`src/rtl/msg_validator.sv`:
```
// msg_validator: scans MSG_LEN bytes of the decrypted-message RAM and accepts a key only if every byte is 'a'..'z' or space.
// Optional build macro MSG_VALIDATOR_EARLY_EXIT_EN stops the scan at the first invalid byte.
`timescale 1ns/1ps
module msg_validator #(
   parameter int MSG_LEN = 32,
   parameter int ADDR_W  = 5
) (
   input  logic              clk,
   input  logic              reset,
   input  logic              start_sig,
   input  logic [7:0]        ram_out,
   output logic [ADDR_W-1:0] address,
   output logic              finished,
   output logic              key_valid,
   output logic [ADDR_W-1:0] fail_index,
   output logic [ADDR_W:0]   bad_count
);

   typedef enum logic [2:0] {IDLE, ADDR, WAIT, CHECK, DONE} state_t;

   localparam logic [ADDR_W-1:0] LAST_ADDR = ADDR_W'(MSG_LEN - 1);

   state_t            state, state_n;
   logic [ADDR_W-1:0] address_n;
   logic [ADDR_W-1:0] fail_index_n;
   logic [ADDR_W:0]   bad_count_n;
   logic              finished_n;
   logic              key_valid_n;
   logic              byte_ok;

   assign byte_ok = ((ram_out >= 8'h61) && (ram_out <= 8'h7A)) || (ram_out == 8'h20);

   // State and result registers; reset wins even in the middle of a scan.
   always_ff @(posedge clk) begin
      if (reset) begin
         state      <= IDLE;
         address    <= '0;
         finished   <= 1'b0;
         key_valid  <= 1'b0;
         fail_index <= '0;
         bad_count  <= '0;
      end else begin
         state      <= state_n;
         address    <= address_n;
         finished   <= finished_n;
         key_valid  <= key_valid_n;
         fail_index <= fail_index_n;
         bad_count  <= bad_count_n;
      end
   end

   // ADDR and WAIT cover the RAM's registered address plus its read path, so CHECK sees the byte for the current address.
   always_comb begin
      state_n      = state;
      address_n    = address;
      finished_n   = finished;
      key_valid_n  = key_valid;
      fail_index_n = fail_index;
      bad_count_n  = bad_count;

      case (state)
         IDLE, DONE: begin
            if (start_sig) begin
               state_n      = ADDR;
               address_n    = '0;
               finished_n   = 1'b0;
               key_valid_n  = 1'b0;
               fail_index_n = '0;
               bad_count_n  = '0;
            end
         end

         ADDR: state_n = WAIT;

         WAIT: state_n = CHECK;

         CHECK: begin
            if (!byte_ok) begin
               bad_count_n = bad_count + 1'b1;
               if (bad_count == '0) begin
                  fail_index_n = address;
               end
            end

`ifdef MSG_VALIDATOR_EARLY_EXIT_EN
            if (!byte_ok) begin
               state_n     = DONE;
               finished_n  = 1'b1;
               key_valid_n = 1'b0;
            end else if (address == LAST_ADDR) begin
               state_n     = DONE;
               finished_n  = 1'b1;
               key_valid_n = (bad_count == '0);
            end else begin
               address_n = address + 1'b1;
               state_n   = ADDR;
            end
`else
            if (address == LAST_ADDR) begin
               state_n     = DONE;
               finished_n  = 1'b1;
               key_valid_n = byte_ok && (bad_count == '0);
            end else begin
               address_n = address + 1'b1;
               state_n   = ADDR;
            end
`endif
         end

         default: state_n = IDLE;
      endcase
   end

endmodule

```
`config.mk`:
```
export PLATFORM = sky130hd
export DESIGN_NAME = msg_validator
export DESIGN_NICKNAME = d
export VERILOG_FILES = /design/src/rtl/msg_validator.sv
export SDC_FILE = /design/constraint.sdc
export NUM_CORES = 1
export LEC_CHECK = 0
export BUFFER_PORTS_ARGS = -buffer_cell sky130_fd_sc_hd__buf_4
export CAP_MARGIN = 20
export CORE_ASPECT_RATIO = 0.5
export CORE_MARGIN = 2
export CORE_UTILIZATION = 40
export CTS_BUF_LIST = sky130_fd_sc_hd__clkbuf_4
export CTS_CLUSTER_SIZE = 28
export DETAILED_ROUTE_END_ITERATION = 16
export GPL_TIMING_DRIVEN = 0
export PLACE_DENSITY_LB_ADDON = 0.25
export SLEW_MARGIN = 20
export SYNTH_ARGS = -nofsm -noshare
export SYNTH_HDL_FRONTEND = slang
export SYNTH_SLANG_ARGS = --single-unit
```
`constraint.sdc`:
```
create_clock -name clk -period 3.4 [get_ports clk]
set_clock_uncertainty 0.15 [all_clocks]
set_input_delay 0.34 -clock clk [delete_from_list [all_inputs] [get_ports clk]]
set_output_delay 0.34 -clock clk [all_outputs]
set_load 0.01 [all_outputs]
```
==> run summary <==
The flow ran to the end, and the final reports show no timing, DRC or antenna violations. The standard cell area after detailed placement is 1315 sq um. During placement, the flow inserted port buffers numbering 28. The accumulated negative setup slack is 0 ns. The most numerous cell type found on the critical path is sky130_fd_sc_hd__clkbuf_1. The routed wire length is 2629 microns. The boundary pin count is 29.

Global routing used 17.77% of the available tracks across all layers. The number of hold-slack violations in the final timing report came to 0. The core region is 2554 sq um. The number of nets produced by synthesis came out at 145. The worst setup path is launched from a register.

The number of inserted filler cells in the final layout is 252. The arrival time of the worst setup path is 2.21 ns. The worst setup path category is register to register. The area of combinational cells with multiple inputs came out at 589.3 sq um. The count of yosys warnings during synthesis is 0. The netlist area before placement came out at 1059 sq um. The congestion estimate from routability-driven global placement came to 0.7927. The residual overflow from global routing came out at 0. The ratio of cells with drive above 1 in the final layout is 20.99%. For this block, the via count after detailed routing is 1086. The flip-flop and latch count after synthesis came out at 21. Setup repair after global routing left no endpoint under its margin. From synthesis to final layout, the design area changed by 27.07%. The number of buffers inserted during clock tree synthesis came out at 3.

The TritonCTS sink count came out at 21. The endpoint required time on the critical path is 3.43 ns. The later pin in the worst-skew pair is clocked with a latency of 0.31 ns. The critical path goes through and3b_1 -> clkbuf_1 -> and3_1 -> clkbuf_1 -> o21ai_0 -> nand3_1 -> a21oi_1. The number of library cell types mapped by synthesis came out at 35.

The tightest hold path in the finished design has a slack of 0.1722 ns. The finished cells cover 1345 sq um. The first-pass GRT wire length came out at 4174 microns.

The clock transition at the registers of the reported paths is 0.10 ns. The number of levels the H-tree was split into came out at 1. The number of hold-repair buffers added at the cts stage is 0. The horizontal extent of the die is 76.75 microns. The number of endpoints failing setup at the final stage came out at 0. The source of the worst register-to-register timing path is state[0].

The effective utilization at floorplan is 41.45%. The top cell family by delay on the critical path is simple AND/OR/NAND/NOR gates. The half-perimeter wire length after detailed placement came out at 1885 microns. The power dissipated by switching net loads is 169.4 uW.

Row generation in the floorplan step produced 13 rows. Of the available clock period, the critical path in the final layout requires 64.29%. The fraction of power consumed by combinational cells is 23.4%. Before antenna repair, the detailed router went through 4 iterations. The max-slew violation count is 0. Across the whole layout, storage elements account for 420.4 sq um. The maximum vdd ir drop came out at 0.1632 mV. The TritonCTS clock tree is built. Of the total power, the share spent switching nets is 32.22%.

The proportion of netlist area held by the largest area contributor is 39.72%. The post-CTS setup buffer count came out at 0. The number of antenna violations at the first check in global routing is 0.

For this run, the share of the core covered by cells in the final layout is 52.67%. Entering global routing, the biggest net connects 12 pins. The tightest min-delay check is of the primary input to register type. The post-detailed-route count of antenna-violating nets came out at 0. The floorplan die area came out at 3099 sq um. The vertical die dimension came out at 40.38 microns.

The total number of nets in the final design came out at 178. Along the worst path, the maximum fanout reaches 7. The number of global-route vias before repair came out at 901.

The leakage dissipation is 0.0005402 uW. The number of remaining DRC errors came out at 0. The relative contribution of sequential cells to total power came out at 51.8%.

The average wire per cell in the routed design is 13.21 microns. The nature of the critical path endpoint is a register. The timing-limited maximum frequency came out at 0.4575 GHz. In this run the clock root is driven by a sky130_fd_sc_hd__clkbuf_4. Dividing the detail-routed via count by the number of cells gives 5.457.

The repair_antennas step left the layout with diodes totalling 0. The clock passes through at most 2 buffers. The worst hold path begins at start_sig. The relative slew slack is 55.41%. The post-synthesis average cell area is 8.142 sq um. The largest individual stage delay along the critical path comes from the cell sky130_fd_sc_hd__dfxtp_1. The critical path's largest stage delay is 0.42 ns. The post-CTS resize count came out at 0.

The share of synthesized area occupied by flip-flops and latches is 39.72%. The most critical setup path has its startpoint at state[0]. The max-capacitance violation count is 0. The minimum clock period after layout came out at 2.186 ns.

The number of violations reported at the end of detailed-routing iteration 0 is 146. The actual transition at the worst max-transition pin is 0.6618 ns. Ranked by total cell area, the synthesized netlist is headed by sky130_fd_sc_hd__dfxtp_1 (40%), sky130_fd_sc_hd__a21oi_1 (7.6%), sky130_fd_sc_hd__ha_1 (4.7%).

The count of buffer and inverter cells on the critical path is 2. The clock network power share is 24.7%. The cell type with the highest aggregate area in the netlist is sky130_fd_sc_hd__dfxtp_1. The internal power contribution came out at 356.5 uW.

The power per cell area is 391.0 nW/um^2. The number of instances in the synthesized netlist is 130.
==> power groups by stage <==
stage / Clock (uW) / Sequential [uW] / Combinational [uW]
5_1_grt: 146 / 276 / 138
6_report: 130 / 273 / 123
3_5_place_dp: 0 / 278 / 120
2_1_floorplan: 0 / 276 / 80.0
3_3_place_gp: 0 / 278 / 118
4_1_cts: 135 / 272 / 120
==> metal layers <==
metal  global-route usage [%]  vias up  share of wire [%]  routed length (microns)
li1                         -      543                  -                        -
met1                    23.47      513                 48                     1270
met2                    27.85       28                 45                     1185
met3                    6.306        2                5.6                      146
met4                    5.455        0               0.99                       26
met5                        0        -                  0                        0
==> sequential cells by signal (all words and copies together) (netlist names) <==
register / cells
key_valid: 1
fail_index: 5
address: 5
bad_count: 6
state: 3
finished: 1
==> layout make-up <==
| class | count | area share [%] |
|---|---|---|
| Sequential cell | 21 | 31.26 |
| Inverter | 5 | 1.395 |
| Buffer | 6 | 2.233 |
| Multi-Input combinational cell | 98 | 43.81 |
| Clock buffer | 4 | 2.233 |
| Tap cell | 37 | 3.442 |
| Timing Repair Buffer | 28 | 15.63 |
==> cells in the final DEF (no fill, tap or decap), drive strengths merged <==
cell type	netlist	routed
a22o	1	1
or2	1	1
nand3b	2	2
clkbuf	5	9
o311ai	1	1
o211ai	2	2
a211o	1	1
buf	1	29
and2	2	2
xor2	2	2
nand3	10	10
xnor2	2	2
a311oi	1	1
or3	3	3
nor2	9	9
ha	4	4
inv	5	5
nand2	11	11
a31oi	1	1
and3	2	2
nor3b	1	1
a2111o	1	1
a21oi	16	16
o2111ai	1	1
o21ba	1	1
and3b	1	1
o21ai	6	6
nor4	1	1
and4b	1	1
nand4	6	6
dfxtp	21	21
o32a	1	1
o22ai	1	1
nor3	6	6
==> stage by stage <==
stage,cells,setup WS [ns],power [uW]
6_report,199,1.214,526.0
5_1_grt,199,1.136,559.7
4_1_cts,199,1.278,527.8
3_5_place_dp,195,1.286,397.6
3_3_place_gp,195,1.295,395.6
2_1_floorplan,130,1.489,355.9
==> worst reg2reg max path, delay by kind of cell, from the launching register on <==
kind,cells,cell delay [ns]
compound gates,2,0.41
simple gates,3,0.56
flops,1,0.42
buf+inv,2,0.53
==> worst paths after layout <==
| check | slack (ns) | end | depth (start not counted) |
|---|---|---|---|
| max | 1.21 | fail_index[4] | 7 |
| min | 0.17 | state[2] | 3 |
| max reg2reg | 1.21 | fail_index[4] | 7 |
| min reg2reg | 0.33 | fail_index[4] | 2 |
==> synthesized netlist by cell type (all sizes together) <==
cell / instances
xor2: 2
nor3: 6
and3b: 1
nor2: 9
nand4: 6
o32a: 1
dfxtp: 21
or3: 3
a2111o: 1
buf: 1
nand3b: 2
ha: 4
or2: 1
a22o: 1
o2111ai: 1
and4b: 1
o21ai: 6
xnor2: 2
clkbuf: 5
a311oi: 1
nand2: 11
nor4: 1
o22ai: 1
nor3b: 1
a21oi: 16
o21ba: 1
nand3: 10
o311ai: 1
o211ai: 2
and2: 2
a31oi: 1
and3: 2
inv: 5
a211o: 1
==> kinds of logic (layout without fill, tap and decap cells) <==
family,Yosys count,in the layout,synth area share (%)
AND/OR/NAND/NOR,56,56,27.54
flip-flops,21,21,39.72
buffers and inverters,11,43,4.610
adder cells (fa/ha/maj),4,4,4.728
AO/OA/AOI/OAI,34,34,20.10
XOR/XNOR,4,4,3.310
Note: power is estimated with default switching activity, not from simulation.
